<file path="src/rtl/dff_bank_pkg.sv">
// Shared op codes, state encoding and default width for the DFF bank sequencer.
package dff_bank_pkg;

    localparam int unsigned W_DEFAULT = 4;

    localparam logic [1:0] OP_LOAD  = 2'b00;
    localparam logic [1:0] OP_SHIFT = 2'b01;
    localparam logic [1:0] OP_SET   = 2'b10;
    localparam logic [1:0] OP_CLR   = 2'b11;

    typedef enum logic [2:0] {
        ST_IDLE    = 3'd0,
        ST_CAPTURE = 3'd1,
        ST_PULSE   = 3'd2,
        ST_RECOVER = 3'd3,
        ST_DONE    = 3'd4
    } state_e;

endpackage

</file>
<file path="src/rtl/dff_bank_timer.sv">
// Loadable down-counter timing the PULSE and RECOVER phases; saturates at zero.
module dff_bank_timer #(
    parameter int unsigned TW = 1
) (
    input  logic          clk,
    input  logic          R,
    input  logic          load,
    input  logic [TW-1:0] load_val,
    input  logic          dec,
    output logic [TW-1:0] value,
    output logic          zero
);

    logic [TW-1:0] cnt_q;

    always_ff @(posedge clk) begin
        if (R) begin
            cnt_q <= '0;
        end else if (load) begin
            cnt_q <= load_val;
        end else if (dec && (cnt_q != '0)) begin
            cnt_q <= cnt_q - TW'(1);
        end
    end

    assign value = cnt_q;
    assign zero  = (cnt_q == '0);

endmodule

</file>
<file path="src/rtl/dff_bank_seq.sv">
// Command sequencer driving a shared-control DFF bank (D, S_n, R_n, capture enable).
// Optional readback check enabled by defining DFF_BANK_SEQ_VERIFY_EN (adds err port).
module dff_bank_seq
    import dff_bank_pkg::*;
#(
    parameter int unsigned W         = W_DEFAULT,
    parameter int unsigned PULSE_CYC = 2,
    parameter int unsigned REC_CYC   = 1
) (
    input  logic         clk,
    input  logic         R,
    input  logic         cmd_valid,
    output logic         cmd_ready,
    input  logic [1:0]   cmd_op,
    input  logic [W-1:0] cmd_data,
    input  logic         ser_in,
    input  logic [W-1:0] ff_q,
    output logic [W-1:0] ff_d,
    output logic         ff_s_n,
    output logic         ff_r_n,
    output logic         ff_en,
    output logic         busy,
    output logic         done
`ifdef DFF_BANK_SEQ_VERIFY_EN
    ,
    output logic         err
`endif
);

    localparam int unsigned TMAX = (PULSE_CYC > REC_CYC) ? PULSE_CYC : REC_CYC;
    localparam int unsigned TW   = $clog2(TMAX + 1);

    state_e         state_q, state_d;
    logic [1:0]     op_q, op_d;
    logic [W-1:0]   ff_d_q, ff_d_d;
    logic           ff_s_n_q, ff_s_n_d;
    logic           ff_r_n_q, ff_r_n_d;
    logic           ff_en_q, ff_en_d;
    logic           busy_q, busy_d;
    logic           done_q, done_d;
    logic           cmd_ready_q, cmd_ready_d;

    logic           tmr_load;
    logic [TW-1:0]  tmr_load_val;
    logic           tmr_dec;
    logic [TW-1:0]  tmr_value;
    logic           tmr_zero;

    dff_bank_timer #(.TW(TW)) u_timer (
        .clk      (clk),
        .R        (R),
        .load     (tmr_load),
        .load_val (tmr_load_val),
        .dec      (tmr_dec),
        .value    (tmr_value),
        .zero     (tmr_zero)
    );

    // Next state plus next values of every registered output
    always_comb begin
        state_d      = state_q;
        op_d         = op_q;
        ff_d_d       = ff_d_q;
        tmr_load     = 1'b0;
        tmr_load_val = '0;
        tmr_dec      = 1'b0;

        unique case (state_q)
            ST_IDLE: begin
                if (cmd_valid) begin
                    op_d = cmd_op;
                    if (cmd_op == OP_LOAD) begin
                        ff_d_d  = cmd_data;
                        state_d = ST_CAPTURE;
                    end else if (cmd_op == OP_SHIFT) begin
                        ff_d_d  = W'({ff_q, ser_in});
                        state_d = ST_CAPTURE;
                    end else begin
                        tmr_load     = 1'b1;
                        tmr_load_val = TW'(PULSE_CYC - 1);
                        state_d      = ST_PULSE;
                    end
                end
            end
            ST_CAPTURE: state_d = ST_DONE;
            ST_PULSE: begin
                if (tmr_zero) begin
                    if (REC_CYC != 0) begin
                        tmr_load     = 1'b1;
                        tmr_load_val = TW'((REC_CYC != 0) ? REC_CYC - 1 : 0);
                        state_d      = ST_RECOVER;
                    end else begin
                        state_d = ST_DONE;
                    end
                end else begin
                    tmr_dec = (tmr_value != '0);
                end
            end
            ST_RECOVER: begin
                if (tmr_zero) begin
                    state_d = ST_DONE;
                end else begin
                    tmr_dec = (tmr_value != '0);
                end
            end
            ST_DONE: state_d = ST_IDLE;
            default: state_d = ST_IDLE;
        endcase

        cmd_ready_d = (state_d == ST_IDLE);
        busy_d      = (state_d != ST_IDLE);
        done_d      = (state_d == ST_DONE);
        ff_en_d     = (state_d == ST_CAPTURE);
        ff_s_n_d    = !((state_d == ST_PULSE) && (op_d == OP_SET));
        ff_r_n_d    = !((state_d == ST_PULSE) && (op_d == OP_CLR));
    end

    always_ff @(posedge clk) begin
        if (R) begin
            state_q     <= ST_IDLE;
            op_q        <= OP_LOAD;
            ff_d_q      <= '0;
            ff_s_n_q    <= 1'b1;
            ff_r_n_q    <= 1'b1;
            ff_en_q     <= 1'b0;
            busy_q      <= 1'b0;
            done_q      <= 1'b0;
            cmd_ready_q <= 1'b1;
        end else begin
            state_q     <= state_d;
            op_q        <= op_d;
            ff_d_q      <= ff_d_d;
            ff_s_n_q    <= ff_s_n_d;
            ff_r_n_q    <= ff_r_n_d;
            ff_en_q     <= ff_en_d;
            busy_q      <= busy_d;
            done_q      <= done_d;
            cmd_ready_q <= cmd_ready_d;
        end
    end

    assign cmd_ready = cmd_ready_q;
    assign ff_d      = ff_d_q;
    assign ff_s_n    = ff_s_n_q;
    assign ff_r_n    = ff_r_n_q;
    assign ff_en     = ff_en_q;
    assign busy      = busy_q;
    assign done      = done_q;

`ifdef DFF_BANK_SEQ_VERIFY_EN
    // Readback compare in the DONE cycle; err follows the miscompare immediately, then sticks
    logic [W-1:0] exp_c;
    logic         miscmp_c;
    logic         err_q;

    always_comb begin
        exp_c = ff_d_q;
        if (op_q == OP_SET) begin
            exp_c = '1;
        end else if (op_q == OP_CLR) begin
            exp_c = '0;
        end
        miscmp_c = done_q && (ff_q != exp_c);
    end

    always_ff @(posedge clk) begin
        if (R) begin
            err_q <= 1'b0;
        end else if (miscmp_c) begin
            err_q <= 1'b1;
        end
    end

    assign err = err_q | miscmp_c;
`endif

endmodule

</file>
<file path="config.mk">
export PLATFORM = sky130hd
export DESIGN_NAME = dff_bank_seq
export DESIGN_NICKNAME = d
export VERILOG_FILES = /design/src/rtl/dff_bank_pkg.sv /design/src/rtl/dff_bank_timer.sv /design/src/rtl/dff_bank_seq.sv
export SDC_FILE = /design/constraint.sdc
export NUM_CORES = 1
export LEC_CHECK = 0
export CORE_ASPECT_RATIO = 1.5
export CORE_MARGIN = 2
export CORE_UTILIZATION = 40
export DETAILED_ROUTE_END_ITERATION = 8
export GPL_ROUTABILITY_DRIVEN = 1
export PLACE_DENSITY = 0.77
export SYNTH_ARGS = -nofsm -noshare
export SYNTH_HDL_FRONTEND = slang
export SYNTH_HIERARCHICAL = 1
export SYNTH_SLANG_ARGS = --single-unit
</file>
<file path="constraint.sdc">
create_clock -name clk -period 4.6 [get_ports clk]
set_input_delay 0.92 -clock clk [delete_from_list [all_inputs] [get_ports clk]]
set_output_delay 0.92 -clock clk [all_outputs]
set_load 0.01 [all_outputs]
</file>
Word level (Yosys, flattened, before mapping)
Index checks and enable logic that the tools add are counted.

Flip-flop bits (word level): 17. Latch bits: 0. Bits in writable memories: 0. Memory bits (read-only): 0. Input port bits: 14. Output and inout port bits: 10. Word-level logic and storage cells: 58. Memories: 0.

Add/subtract/negate cells: 1. Multiply operators: 0. Div/mod/pow operators: 0. Order comparisons: 0. Equal/unequal tests: 9. Shifts and indexed selects: 0. Multiplexer cells: 23. Bitwise logic cells: 0. Reductions and logical operators: 15.

Operators by type and width (count): two-way mux 2 bit (6); one-hot mux 3 bit (4 select lines) (1); two-way mux 1 bit (10); == test 3 x 2 -> 1 bit, second input constant (3); two-way mux 3 bit (3); two-way mux 4 bit (2); == test 3 x 1 -> 1 bit, second input constant (2); zero test 3 bit (2); nonzero test 2 bit (3); == test 2 bit, second input constant (2); zero test 2 bit (2); == test 3 bit, second input constant (1); logical AND 1 bit (3); AND reduction 3 bit (1); nonzero test 3 bit (1); == test 2 x 1 -> 1 bit, second input constant (1); zero test 1 bit (2); one-hot mux 1 bit (2 select lines) (1); OR reduction 2 bit (1); subtractor 2 x 1 -> 2 bit, second input constant (1).

Depth between registers and ports, before layout
Gate-level depths: netlist (run 1).

Word-level depth: 8. Depth in mapped cells: 7. Depth with buffers taken out: 7.

By module
Netlist (run 1), hierarchy kept.

By module, submodules not included: dff_bank_seq (instances 1, cells each 72, area an instance 693.2 µm², sequential area each 300.3 µm²); dff_bank_timer (instances 1, cells each 14, area an instance 126.4 µm², sequential area each 40.0 µm²).

Worst setup path after synthesis (run 1)
No wires, ideal clock.

Path kind: input-to-reg. Start: input port cmd_valid. End: register ff_d_q[0] (netlist: ff_d[0]). Setup time: 0.131 ns. Arrival time: 1.881 ns. Required time: 4.469 ns. Slack: 2.588 ns. Cell stages on the path: 4. Cells stage by stage: or4b_4 buf_6 a2111oi_2 nor3_1.

Longest elaborated chain between the ends: 1.

Ends and longest elaborated chain: start: declaration (line dff_bank_seq.sv:12) `input logic cmd_valid,`; AND reduction 3 bit (no source line); end signal: assignment (line dff_bank_seq.sv:122) `ff_d_q <= '0;`; end signal: assignment (line dff_bank_seq.sv:132) `ff_d_q <= ff_d_d;`; end: declaration (line dff_bank_seq.sv:35) `logic [W-1:0] ff_d_q, ff_d_d;`.

Every way passes these cells. A chain may end at the register's enable or synchronous reset.

Worst setup path in the final report (run 1)
Start: input port cmd_op[1]. End: register ff_r_n_q (netlist: ff_r_n).

Longest elaborated chain between the ends: 8. Elaborated cells between the ends (all ways): 12. Those cells by class: 3 x eq/ne; 6 x mux; 3 x reduce/logical.

Ends and longest elaborated chain: start: declaration (line dff_bank_seq.sv:14) `input logic [1:0] cmd_op,`; == test 2 x 1 -> 1 bit (line dff_bank_seq.sv:75) `end else if (cmd_op == OP_SHIFT) begin`; two-way mux 2 bit (line dff_bank_seq.sv:75); two-way mux 2 bit (line dff_bank_seq.sv:72) `if (cmd_op == OP_LOAD) begin`; two-way mux 3 bit (line dff_bank_seq.sv:70) `if (cmd_valid) begin`; one-hot mux 3 bit (4 select lines) (line dff_bank_seq.sv:68) `unique case (state_q)`; == test 3 x 2 -> 1 bit (line dff_bank_seq.sv:115) `ff_r_n_d = !((state_d == ST_PULSE) && (op_d == OP_CLR));`; logical AND 1 bit * (line dff_bank_seq.sv:115); zero test 1 bit * (line dff_bank_seq.sv:115); end signal: assignment (line dff_bank_seq.sv:134) `ff_r_n_q <= ff_r_n_d;`; end: declaration (line dff_bank_seq.sv:37) `logic ff_r_n_q, ff_r_n_d;`.

Every way passes the cells marked *; elsewhere a longest branch is shown, timed or not.

==> results by group, run 1 <==
Setup path
  • Worst Path Arrival: between 2 and 3 ns
  • Critical path buffers and inverters: 1
  • Worst-path maximum fanout: 14
  • CP Class: in -> reg
  • CP top delay family: compound AO/OA/AOI/OAI gates
  • Slowest stage cell on the critical path: clkdlybuf4s50_1
  • Critical Path Sink Type: flop
  • Max incr delay on CP: 0.85 ns
  • Crit-path cells: clkdlybuf4s50_1 -> nand3b_1 -> a2111oi_0 -> a21bo_2
  • Required @ worst endpoint: 4.80 ns
  • Worst setup SP type: input port

STA
  • Relative slew slack: 60.4%
  • Worst-Margin Slew: 0.579 ns
  • Final hold violations: 0
  • Setup-failing EPs final: 0
  • Hold Slack: 0.487 ns
  • Setup tns final: 0 ns
  • Period minus WS final: 2.61 ns
  • Final Slew Violations: 0
  • RSZ-0062 raised after global routing: false
  • Clk_skew: 0.00909 ns
  • Tcrit/Tclk final: a little under three fifths
  • Fmax: around 380 MHz

Clock network
  • Worst-skew pair later-pin latency: just under 0.3 ns
  • Clock slew at reported path FFs: ~0.1 ns
  • TritonCTS clock tree: built
  • Clk buf depth: 2
  • Clock sinks: 17
  • CTS Hold Bufs: 0
  • Post-CTS setup repair buffer count: 0
  • H-tree lvl count: 1
  • Resized Gates After CTS: 0
  • CTS buffer count: 3
  • CTS root buf: clkbuf_4

Drt
  • DR WL/cell: 12.5 um
  • Post-route ant nets: 0
  • Drt drc: 0
  • Initial drt markers: 16
  • Pre-antenna DRT Iters: 4
  • Via count: approximately 700
  • Vias/cell: ~5.4
  • Total wire length: 1.61 mm

Power
  • VDD IR max: 165 uV
  • Pwr Density: ~340 mW/mm^2
  • LEAKAGE: 0.365 nW

Floorplan
  • Row count: 20
  • I/O Pins: 24
  • Die width: 41.0 um
  • Core area: 0.00198 sq mm
  • Initial Util: between 40% and 50%
  • Die area: 0.00243 sq mm
  • Chip height: about 59 um

Global route
  • Antenna violations before repair: 0
  • Vias in the first global route: 679
  • Gr usage total: around 17%
  • GR Overflow Total: 0
  • First-pass GRT wire length: 2.84 mm
  • Maximum number of pins on one net before global-route repair: 15

Final layout
  • Final nets: 122
  • Synth-to-Final Area Change: 28.9%
  • Diode count: 0
  • Share of layout cells above drive strength 1: 12.3%
  • Final Non-Filler Cells: 128
  • Cell area after layout: 0.00106 sq mm
  • Final Core Density: 53.4%

Logic synthesis
  • Synth unique cells: 31
  • Net Count, Synth: a little over 100
  • Mapped cell area: 820 sq um
  • YS warnings: 6
  • Register bit total from synthesis: 17
  • Synth Instances: 86
  • Syn_area_per_cell: around 9.5 sq um
  • Sequential area share after synthesis: between 40 and 50%

Job
  • Max Cap Viol: 0

Worst hold path
  • Tightest Hold Check Type: reg -> reg

Outcome
  • Outcome: finished, final reports clean

Placed design
  • Placed cells: 124
  • Post-DP Area: 0.00103 sq mm
  • I/O Buffers: 22
  • Final GP Congestion: approximately 0.74
  • Hpwl dp: 1.24 mm
## final cells by class
cell class	count	area [sq um]
Timing Repair Buffer	22	220
Sequential cell	17	340
Fill cell	189	921
Multi-Input combinational cell	57	418
Inverter	6	22.5
Clock buffer	3	22.5
Clock inverter	1	5.00
Tap cell	22	27.5
## cell usage after synthesis
master	instances	area (sq um)
nor3b_1	6	45.0
a211oi_2	1	12.5
nand2b_1	1	6.26
o21ai_0	2	10.0
conb_1	1	3.75
dfxtp_1	17	340
nand2_1	6	22.5
o31ai_1	1	7.51
o211ai_1	1	7.51
a2111oi_2	3	45.0
a21bo_2	1	10.0
nor2b_4	1	13.8
buf_1	2	7.51
buf_2	1	5.00
xnor2_1	1	8.76
nor3_1	6	30.0
nand3_1	1	5.00
nor2_1	4	15.0
a2111oi_0	2	17.5
nor4b_2	1	15.0
inv_1	6	22.5
and3_1	2	12.5
nand3b_1	2	15.0
a211oi_1	2	15.0
ha_1	1	12.5
a2111oi_4	1	27.5
or4b_4	1	13.8
a21oi_1	8	40.0
clkbuf_1	1	3.75
buf_6	2	22.5
and2_1	1	6.26
## worst reg2reg max path, delay by kind of cell (launching register included)
kind	cells	cell delay, ns
DFF	1	0.38
buffers and inverters	1	0.06
and+or+nand+nor	1	0.24
adders and majority gates	1	0.26
AOI/OAI and AO/OA	2	0.90
## placed cells by master (no fill, tap or decap), types with 3 or more instances in the layout
cell,count
nor2_1,4
inv_1,6
clkbuf_4,3
nor3_1,6
nand2_1,6
clkdlybuf4s50_1,22
a2111oi_2,3
dfxtp_1,17
a21oi_1,8
nor3b_1,6
## where the power goes
| group | internal (W) | leakage, nW | switching, W |
|---|---|---|---|
| Combinational | 0.0000516 | 0.207 | 0.0000468 |
| Sequential | 0.000164 | 0.140 | 0.0000151 |
| Clock | 0.0000323 | 0.0177 | 0.0000456 |
| Total | 0.000248 | 0.365 | 0.000107 |
## path summary, 6_finish.rpt
kind | end | slack [ns] | depth (start not counted) | from
worst max-delay path | ff_r_n$_SDFF_PP1_ | 1.99 | 4 | cmd_op[1]
worst min-delay path | op_q[0]$_SDFF_PP0_ | 0.49 | 2 | op_q[0]$_SDFF_PP0_
worst max register to register | ff_r_n$_SDFF_PP1_ | 2.67 | 5 | u_timer/value[0]$_SDFFE_PP0P_
worst min register to register | op_q[0]$_SDFF_PP0_ | 0.49 | 2 | op_q[0]$_SDFF_PP0_
## cell families after synthesis
kind of cell	after synthesis	synth area share [%]
xor+xnor	1	1.07
fa+ha+maj	1	1.53
other cells	1	0.458
buf+inv	12	7.48
compound gates	22	23.5
simple gates	32	24.4
flops	17	41.5
## registers in the layout, indices dropped and copies added (netlist names)
signal / flops
ff_d: 4
state_q: 3
op_q: 2
u_timer/value: 2
busy: 1
cmd_ready: 1
done: 1
ff_en: 1
ff_r_n: 1
ff_s_n: 1
## per-stage QoR
step | setup WS (ns) | total power, W
after floorplan | 2.59 | 0.000249
after global placement | 1.71 | 0.000278
after detailed placement | 1.65 | 0.000281
after CTS | 1.97 | 0.000358
after global routing | 1.89 | 0.000378
final | 1.99 | 0.000355
## metal layers
layer  GRT usage (%)  vias to the layer above  routed length (um)  share of wire, %
met4            8.57                        0                  27               1.7
met3            1.50                        5                  65               4.0
li1                -                      349                   -                 -
met1            19.0                      321                 644                40
met5               0                        -                   0                 0
met2            29.5                       20                 867                54
Note: power is estimated with default switching activity, not from simulation.
==> run 2, diff against run 1 <==
==> constraint.sdc (replaced) <==
create_clock -name clk -period 2.55 [get_ports clk]
set_input_delay 0.51 -clock clk [delete_from_list [all_inputs] [get_ports clk]]
set_output_delay 0.51 -clock clk [all_outputs]
set_load 0.01 [all_outputs]
==> run 2 against run 1 <==
  * Die area is the same
  * Critical path depth up 1
  * Global-route usage up 1.7 points
  * Flip-flop and latch count unchanged
  * Design area increased by 2.1%
  * Non-clock buffer count grew 3
  * Sequential power increased by 80%
  * Final cell count grew 2.3%
  * Setup slack worse by 1.4 ns
  * First-iteration DRC count is 19% lower
  * Critical path type is now reg -> reg
  * Critical endpoint unchanged
==> results by group, run 2 (synthesized netlist as in run 1, its figures left out) <==
Outcome
  • Outcome: finished, final reports clean

Placed design
  • Final GP Congestion: 0.730
  • Hpwl dp: roughly 1.3 mm
  • Placed cells: between 100 and 150
  • I/O Buffers: 22

Power
  • Cell internal pwr: around 0.00045 W
  • Switching share of power: between 30% and 40%
  • Sw Pwr: 0.000206 W
  • LEAKAGE: 0.379 nW
  • Combinational power share: around 28%
  • Clk pwr share: 22.6%
  • Reg power frac: 49.1%
  • Pwr Density: 610 mW/mm^2
  • Power Total: 0.000658 W
  • VDD IR max: about 320 uV

Clock network
  • Clock sinks: 17
  • Post-CTS setup repair buffer count: 0
  • Worst-skew pair later-pin latency: 0.30 ns
  • CTS root buf: clkbuf_4
  • TritonCTS clock tree: built
  • Clk buf depth: 2
  • Resized Gates After CTS: 0
  • CTS Hold Bufs: 0
  • CTS buffer count: 3
  • Clock slew at reported path FFs: 0.10 ns
  • H-tree lvl count: 1

Final layout
  • Diode count: 0
  • Commonest non-fill, non-tap cell in the layout: clkdlybuf4s50_1
  • Commonest cells after routing, fill and taps aside: clkdlybuf4s50_1, dfxtp_1, a21oi_1
  • Max FFs per register: 4
  • Final Non-Filler Cells: 131
  • # fillers: 185
  • Final nets: 125
  • Final Core Density: 54.6%
  • Reg area: 340 sq um
  • Footprint of the multi-input gates: around 420 sq um
  • Share of layout cells above drive strength 1: 14.7%
  • Synth-to-Final Area Change: 31.6%

Worst hold path
  • Min-delay src: op_q[0]$_SDFF_PP0_
  • Tightest Hold Check Type: reg -> reg

Floorplan
  • Chip height: 59.4 um
  • Die width: 41.0 um
  • I/O Pins: 24
  • Initial Util: 41.5%
  • Row count: 20
  • Die area: 0.00243 sq mm
  • Core area: 0.00198 sq mm

STA
  • RSZ-0062 raised after global routing: false
  • Period minus WS final: just under 2 ns
  • Setup tns final: 0 ns
  • Relative slew slack: 59.0%
  • Final Slew Violations: 0
  • Fmax: between 500 and 600 MHz
  • Hold Slack: 0.489 ns
  • Worst-Margin Slew: 0.600 ns
  • Clk_skew: 0.00353 ns
  • Tcrit/Tclk final: 76.2%
  • Setup-failing EPs final: 0
  • Final hold violations: 0

Drt
  • Total wire length: 1.79 mm
  • Post-route ant nets: 0
  • Initial drt markers: 13
  • Via count: 732
  • Vias/cell: 5.59
  • Drt drc: 0
  • Pre-antenna DRT Iters: 4
  • DR WL/cell: 13.7 um

Setup path
  • Launching point of the worst reg2reg path: u_timer/value[0]$_SDFFE_PP0P_
  • Critical Path Sink Type: flop
  • Worst setup SP type: flop
  • CP Class: reg -> reg
  • CP top delay family: compound AO/OA/AOI/OAI gates
  • Worst-path maximum fanout: 6
  • Worst Path Arrival: 2.15 ns
  • Required @ worst endpoint: about 2.8 ns
  • CP startpoint: u_timer/value[0]$_SDFFE_PP0P_
  • Critical path buffers and inverters: 1
  • Max incr delay on CP: 0.63 ns
  • Slowest stage cell on the critical path: a2111oi_0
  • Crit-path cells: inv_1 -> ha_1 -> nand2b_1 -> a2111oi_0 -> a21bo_2

Global route
  • Vias in the first global route: 727
  • Maximum number of pins on one net before global-route repair: 14
  • First-pass GRT wire length: 3.00 mm
  • Gr usage total: a little under a fifth
  • Antenna violations before repair: 0
  • GR Overflow Total: 0

Job
  • Max Cap Viol: 0
[run 2: cell types whose count changed in the layout (fill, tap and decap cells not counted), sizes merged]
cell | before | now
buf | 0 | 3
[run 2: power groups by stage]
| stage | Sequential [W] | Clock, W | Combinational, W |
|---|---|---|---|
| floorplan | 0.000322 | 0 | 0.000126 |
| global placement | 0.000327 | 0 | 0.000181 |
| detailed placement | 0.000328 | 0 | 0.000186 |
| CTS | 0.000323 | 0.000149 | 0.000188 |
| global route | 0.000328 | 0.000164 | 0.000204 |
| finish | 0.000323 | 0.000149 | 0.000187 |
[run 2: path summary, 6_finish.rpt]
path,endpoint,cells after the start,slack [ns]
worst min register to register,op_q[0]$_SDFF_PP0_,2,0.49
worst max-delay path,ff_r_n$_SDFF_PP1_,5,0.61
worst max register to register,ff_r_n$_SDFF_PP1_,5,0.61
worst min-delay path,op_q[0]$_SDFF_PP0_,2,0.49
[run 2: layout make-up]
class	instances	share of cell area, %
Clock buffer	3	2.09
Clock inverter	1	0.464
Inverter	6	2.09
Multi-Input combinational cell	57	38.7
Sequential cell	17	31.6
Tap cell	22	2.55
Timing Repair Buffer	25	22.5
[run 2: tightest hold or removal path, delay by kind of cell (launching register included)]
family | cells | cell delay [ns]
AO/OA/AOI/OAI | 1 | 0.06
flip-flops | 1 | 0.34
AND/OR/NAND/NOR | 1 | 0.06
[run 2: layer usage]
| layer | global-route usage (%) | routed length [um] | vias up |
|---|---|---|---|
| met4 | 11.4 | 34 | 0 |
| met5 | 0 | 0 | - |
| met2 | 32.1 | 1010 | 19 |
| met3 | 4.14 | 72 | 4 |
| li1 | - | - | 355 |
| met1 | 18.6 | 675 | 354 |
[run 2: stage by stage]
step,worst slack [ns],instance area [sq um]
6_report,0.607,1080
5_1_grt,0.508,1080
4_1_cts,0.594,1080
3_5_place_dp,0.316,1050
3_3_place_gp,0.324,1050
2_1_floorplan,0.934,820
==> run 3, diff against run 2 <==
==> constraint.sdc (replaced) <==
create_clock -name clk -period 1.9 [get_ports clk]
set_input_delay 0.38 -clock clk [delete_from_list [all_inputs] [get_ports clk]]
set_output_delay 0.38 -clock clk [all_outputs]
set_load 0.01 [all_outputs]
==> run 3 against run 2 <==
  * Setup slack lost 0.46 ns
  * Clock-buffer cell count grew 1
  * Global-route usage shrank 0.20 points
  * First-iteration DRC count shrank 23%
  * Design area grew 4.8%
  * Via count is the same
==> results by group, run 3 (synthesized netlist as in run 1, its figures left out) <==
Setup path
  • Launching point of the worst reg2reg path: u_timer/value[0]$_SDFFE_PP0P_
  • Required @ worst endpoint: 2.07 ns
  • Critical path buffers and inverters: 1
  • Worst Path Arrival: 1.93 ns
  • Worst-path maximum fanout: 6
  • CP top delay family: simple AND/OR/NAND/NOR gates
  • Worst reg2reg path endpoint: ff_r_n$_SDFF_PP1_
  • R2r worst-path depth: 6
  • Critical Path Sink Type: flop
  • Worst setup SP type: input port
  • Max incr delay on CP: 0.56 ns
  • FF-to-FF setup slack: 0.15 ns
  • Crit-path cells: clkdlybuf4s50_1 -> or4b_4 -> a2111oi_2 -> nor3_1
  • CP Class: in -> reg
  • Slowest stage cell on the critical path: or4b_4

STA
  • Tcrit/Tclk final: between 90 and 100%
  • Final worst setup slack: 0.145 ns
  • Setup-failing EPs final: 0
  • Fmax: 570 MHz
  • Clk_skew: 0.00674 ns
  • Final Slew Violations: 0
  • RSZ-0062 raised after global routing: false
  • Final hold violations: 0
  • Period minus WS final: ~1.8 ns

Final layout
  • Cell area after layout: around 0.0011 sq mm
  • Final nets: 131
  • Synth-to-Final Area Change: 37.9%
  • Max FFs per register: 4
  • Diode count: 0
  • # fillers: 185
  • Final Core Density: 57.2%
  • Commonest cells after routing, fill and taps aside: clkdlybuf4s50_1, dfxtp_1, buf_4
  • Commonest non-fill, non-tap cell in the layout: clkdlybuf4s50_1
  • Share of layout cells above drive strength 1: 20.0%

Power
  • Pwr Density: around 790 mW/mm^2
  • VDD IR max: 422 uV
  • Power Total: between 0.0008 and 0.0009 W
  • LEAKAGE: 0.406 nW

Clock network
  • TritonCTS clock tree: built
  • H-tree lvl count: 1
  • CTS buffer count: 3
  • Clk buf depth: 2
  • Worst-skew pair later-pin latency: 0.28 ns
  • Post-CTS setup repair buffer count: 0
  • Clock slew at reported path FFs: 0.10 ns
  • Clock sinks: 17
  • CTS Hold Bufs: 0
  • CTS root buf: clkbuf_4

Global route
  • Maximum number of pins on one net before global-route repair: 14
  • First-pass GRT wire length: around 3.1 mm
  • GR Overflow Total: 0
  • Antenna violations before repair: 0
  • Gr usage total: 18.4%
  • Vias in the first global route: 750

Floorplan
  • Chip height: 59.4 um
  • Row count: 20
  • Die width: 41.0 um
  • Die area: between 0.002 and 0.0025 sq mm
  • Core area: 0.00198 sq mm
  • I/O Pins: 24
  • Initial Util: 41.5%

Placed design
  • Hpwl dp: 1.37 mm
  • Final GP Congestion: ~0.76
  • I/O Buffers: 22
  • Setup WS pre-CTS: -0.175 ns
  • Post-DP Area: 0.00110 sq mm

Drt
  • Post-route ant nets: 0
  • Drt drc: 0
  • Initial drt markers: 10
  • Total wire length: ~1.7 mm
  • Via count: ~730
  • Pre-antenna DRT Iters: 2
  • Vias/cell: 5.34
  • DR WL/cell: approximately 13 um

Outcome
  • Outcome: finished, final reports clean

Worst hold path
  • Tightest Hold Check Type: reg -> reg
  • Hold path depth: 2
  • Min-delay src: op_q[0]$_SDFF_PP0_
  • Hold Path Sink: op_q[0]$_SDFF_PP0_

Job
  • Max Cap Viol: 0
run 3: changes by cell type in the layout (fill, tap and decap cells not counted), sizes merged:
cell | before | now
buf | 3 | 9
clkbuf | 3 | 4
clkinv | 1 | 0
run 3: routing by layer:
metal  share of wire, %  wire length, um  GRT usage (%)  vias up
li1                   -                -              -      367
met1                 39              665           20.1      348
met2                 57              974           32.4       15
met3                3.2               55           2.63        2
met4                1.1               19           8.57        0
met5                  0                0              0        -
run 3: worst max-delay path by stage:
stage | end | depth (start not counted) | slack, ns | start
after floorplan | ff_r_n$_SDFF_PP1_ | 5 | 0.28 | u_timer/value[0]$_SDFFE_PP0P_
after global placement | ff_r_n$_SDFF_PP1_ | 5 | -0.15 | cmd_valid
after detailed placement | ff_r_n$_SDFF_PP1_ | 5 | -0.17 | cmd_valid
after CTS | ff_r_n$_SDFF_PP1_ | 6 | 0.06 | u_timer/value[0]$_SDFFE_PP0P_
after global routing | u_timer/value[0]$_SDFFE_PP0P_ | 8 | 0.04 | u_timer/value[1]$_SDFFE_PP0P_
final | ff_d[0]$_SDFFE_PP0P_ | 4 | 0.15 | cmd_valid
run 3: through the flow:
step / hold WS, ns / cells / TNS [ns]
global route: 0.510 / 137 / 0
floorplan: 0.445 / 86 / 0
global placement: 0.461 / 133 / -0.501
CTS: 0.481 / 137 / 0
detailed placement: 0.468 / 133 / -0.699
finish: 0.479 / 137 / 0
run 3: cell type report:
cell class                 count  area (sq um)  share of cell area (%)
multi-input combinational     57           424                    37.5
inverter                       6          22.5                    1.99
clock buffer                   4          26.3                    2.33
tap                           22          27.5                    2.44
timing repair buffer          31           288                    25.5
sequential                    17           342                    30.2
run 3: worst min-delay path, delay by kind of cell, from the launching register on:
family | cells | cell delay (ns)
compound gates | 1 | 0.05
simple gates | 1 | 0.06
flops | 1 | 0.33
run 3: power by group:
part | total [W] | switching, W | internal, W | leakage, nW
logic | 0.000273 | 0.000123 | 0.000150 | 0.251
registers | 0.000433 | 0.0000363 | 0.000397 | 0.140
clock network | 0.000187 | 0.000106 | 0.0000813 | 0.0150
total | 0.000893 | 0.000265 | 0.000628 | 0.406
run 3: repair_timing:
action                                  CTS  global route
endpoints found under the setup margin    1             2
gates resized for setup                   1             2
cloned                                    0             0
pin swaps                                 0             0
==> RTL edit 1: new RTL, config.mk and constraints of run 2 <==
Encoding of `state_e`: now Gray code (3 bits for 5 states).
--- a/src/rtl/dff_bank_pkg.sv
+++ b/src/rtl/dff_bank_pkg.sv
@@ -11,7 +11,7 @@
     typedef enum logic [2:0] {
-        ST_IDLE    = 3'd0,
-        ST_CAPTURE = 3'd1,
-        ST_PULSE   = 3'd2,
-        ST_RECOVER = 3'd3,
-        ST_DONE    = 3'd4
+        ST_IDLE    = 3'b000,
+        ST_CAPTURE = 3'b001,
+        ST_PULSE   = 3'b011,
+        ST_RECOVER = 3'b010,
+        ST_DONE    = 3'b110
     } state_e;
Function: same outputs for any inputs over 10 cycles, from zero or initial values; not proved beyond that.
==> RTL edit 1 against run 2 <==
Sequential cell count stayed put. Cell area decreased by 2.1%. Routed wire length is 18% lower. Utilization decreased by 1.1 points. Largest power group unchanged. Setup slack better by 0.082 ns. Largest cell class unchanged. Total power shrank 7.6%. Sequential power down 3%. Area after synthesis unchanged.
==> RTL edit 1: results (changes against run 2) <==
* Gpl congestion at 0.6866 (-5.9%)
* Worst ir drop on vdd at 0.0003130 V (-2.8%)
* Reg2Reg Setup Slack at 0.78 ns (+0.17 ns)
* Largest cells by area after synthesis: sky130_fd_sc_hd__dfxtp_1 (42%), sky130_fd_sc_hd__a311oi_2 (7.3%), sky130_fd_sc_hd__nor2_1 (4.6%)
* Time the final worst path needs with I/O delays and setup at 1.861 ns (-0.08246 ns)
* Run status: finished, final reports clean
* Number of violations reported at the end of detailed-routing iteration 0 at 15 (+2)
* Worst Hold Margin at 0.5248 ns (+0.03557 ns)
* Detailed Routing Iterations Pass 1 at 2 (-2)
* Overall track demand over capacity in global routing at 15.20% (-3.4 points)
* Clk tree area frac at 2.607% (+0.054 points)
* Number of filler instances in the final layout at 184 (-0.54%)
* HPWL after detailed placement at 1124 µm (-17%)
* Switching Share at 29.07% (-2.2 points)
* Data arrival time of the worst path at 2.07 ns (-0.08 ns)
* Gate count after technology mapping at 84 (-2.3%)
* Synthesized netlist net count at 99 (-2.0%)
* Global-route wire length before repair at 2539 µm (-15%)
* Top cell types by occurrence after synthesis: sky130_fd_sc_hd__dfxtp_1 (17), sky130_fd_sc_hd__nor2_1 (10), sky130_fd_sc_hd__nand2_1 (6)
* Power in combinational cells at 0.149 mW (-20%)
* Final instance count without filler cells at 127 (-3.1%)
* Reg-to-reg critical path endpoint: u_timer/value[0]$_SDFFE_PP0P_
* Cells on worst reg2reg path at 6 (+1)
* Placed inst area at 1028 µm² (-2.1%)
* Highest-delay cell along the critical path: sky130_fd_sc_hd__clkdlybuf4s50_1
* Kind of cell adding the most delay to the critical path: simple AND/OR/NAND/NOR gates
* Minimum setup slack after placement at 0.3657 ns (+0.04940 ns)
==> RTL edit 1: cell count changes in the layout (fill, tap and decap cells not counted), moves of 3 or more <==
cell                        before  now
sky130_fd_sc_hd__a311oi_2        0    4
sky130_fd_sc_hd__nor2_1          4   10
sky130_fd_sc_hd__a21oi_1         8    2
sky130_fd_sc_hd__a2111oi_2       3    0
sky130_fd_sc_hd__nor3b_1         6    0
sky130_fd_sc_hd__nor3_1          6    3
==> RTL edit 1: cells by family (layout without fill, tap and decap cells) <==
kind of cell               Yosys count  count (layout)  synth area share, %
xor gates and xnor gates             1               1                1.069
adders and majority gates            1               1                1.526
and+or+nand+nor                     34              34                25.34
muxes                                3               3                3.969
buffers and inverters               10              31                7.480
AOI/OAI and AO/OA                   17              17                18.63
DFF                                 17              17                41.53
other                                1               1               0.4576
==> RTL edit 1: per-layer routing <==
metal	GRT usage, %	vias up	routed length, µm
li1	-	334	-
met1	16.82	303	583
met2	25.00	19	766
met3	2.256	5	81
met4	10.00	0	39
met5	0	-	0
==> RTL edit 2: new RTL, settings of run 2 <==
Made on the original files. Build with the macro `DFF_BANK_SEQ_VERIFY_EN` defined.
--- a/src/rtl/dff_bank_seq.sv
+++ b/src/rtl/dff_bank_seq.sv
@@ -2,2 +2,4 @@
 // Optional readback check enabled by defining DFF_BANK_SEQ_VERIFY_EN (adds err port).
+`define DFF_BANK_SEQ_VERIFY_EN
+
 module dff_bank_seq
Behaviour (old outputs only; new: err): unchanged (equiv_simple and equiv_induct, registers matched by name and starting in step).
==> RTL edit 2 against run 2 <==
Total power grew 11%. Cell area grew 15%. Sequential cell count grew 1. Critical path type is now in2out. Setup slack lost 0.50 ns. Synthesized cell count grew 12%. Routed wire length grew 7.0%. First-iteration DRC count shrank 54%. Largest cell class unchanged. Critical path depth grew 1. Area after synthesis grew 8.1%.
==> RTL edit 2: results (changes against run 2) <==
* Metal1 wirelength at 761 µm (+13%)
* Data arrival time of the worst path at 1.94 ns (-0.21 ns)
* End of the worst hold path: err_q$_SDFFE_PP0P_
* Sequential cell fraction of total power at 47.5% (-1.6 points)
* Mean number of vias per cell at 5.374 (-3.8%)
* Cts repair resizes at 2 (+2)
* Count of different cell masters after synthesis at 35 (+13%)
* Worst Hold Margin at 0.5527 ns (+0.06354 ns)
* Overall track demand over capacity in global routing at 15.65% (-3.0 points)
* Internal at 0.5164 mW (+14%)
* Kind of cell adding the most delay to the critical path: buffers and inverters
* Routed WL per cell at 13.03 µm (-4.7%)
* Pin slew with the least headroom to its limit at 0.7222 ns (+0.1225 ns)
* Vias in the first global route at 771 (+6.1%)
* Global-route wire length before repair at 3070 µm (+2.3%)
* Largest cells by area after synthesis: sky130_fd_sc_hd__dfxtp_1 (41%), sky130_fd_sc_hd__a311oi_2 (6.8%), sky130_fd_sc_hd__nor2_1 (4.7%)
* Placed inst area at 1167 µm² (+11%)
* Detailed Routing Iterations Pass 1 at 6 (+2)
* Worst setup path endpoint: err
* Power in combinational cells at 0.214 mW (+14%)
* Fraction of met3 tracks used by global routing at 1.760% (-2.4 points)
* HPWL after detailed placement at 1484 µm (+10%)
* Net count of the finished layout at 141 (+13%)
* Reg-to-reg critical path endpoint: ff_s_n$_SDFF_PP1_
* Largest stage delay, worst path at 0.52 ns (-0.11 ns)
* Synthesized-area fraction occupied by ao, oa, aoi and oai cells at 16.81% (-6.7 points)
* Synthesized netlist net count at 111 (+9.9%)
* Hold path startpoint: done$_SDFF_PP0_
* Sequential share of the synthesized area at 40.68% (-0.85 points)
* M2 GR Usage at 31.87% (-0.27 points)
* Post-synthesis adder-cell area fraction at 1.412% (-0.11 points)
* Maximum net fanout on the critical path at 3 (-3)
* Met3 wire length at 77 µm (+6.9%)
* Multiplexer share of the synthesized area at 3.390% (+3.4 points)
* Met1 routing resource usage after global routing at 15.38% (-3.2 points)
* Number of filler instances in the final layout at 190 (+2.7%)
* Ratio of cells with drive above 1 in the final layout at 16.80% (+2.1 points)
* Clock power share at 23.3% (+0.7 points)
* Synth Area per Inst at 9.228 µm² (-3.2%)
* Synth Area in XOR/XNOR at 4.944% (+3.9 points)
* Run status: finished, final reports clean
* Final instance count without filler cells at 147 (+12%)
[RTL edit 2: cell types whose count changed after synthesis, moves of 3 or more]
cell,delta
sky130_fd_sc_hd__mux2i_1,+3
sky130_fd_sc_hd__xnor2_1,+3
sky130_fd_sc_hd__nor2_1,+7
sky130_fd_sc_hd__nor3b_1,-5
sky130_fd_sc_hd__a2111oi_2,-3
sky130_fd_sc_hd__a21oi_1,-4
sky130_fd_sc_hd__o21ai_0,+3
sky130_fd_sc_hd__a311oi_2,+4
sky130_fd_sc_hd__nand2_1,+3
[RTL edit 2: worst min-delay path: stages (launching register included)]
cell,delay [ns]
sky130_fd_sc_hd__dfxtp_1,0.33
sky130_fd_sc_hd__nor2_1,0.13
sky130_fd_sc_hd__nor4_1,0.06
[RTL edit 2: layout make-up]
cell class                 instances  area, µm²  share of cell area (%)
multi-input combinational         70      513.0                   41.50
sequential                        18      360.3                   29.15
timing repair buffer              29      284.0                   22.98
clock buffer                       4      36.28                   2.935
tap                               22      27.53                   2.227
inverter                           4      15.01                   1.215
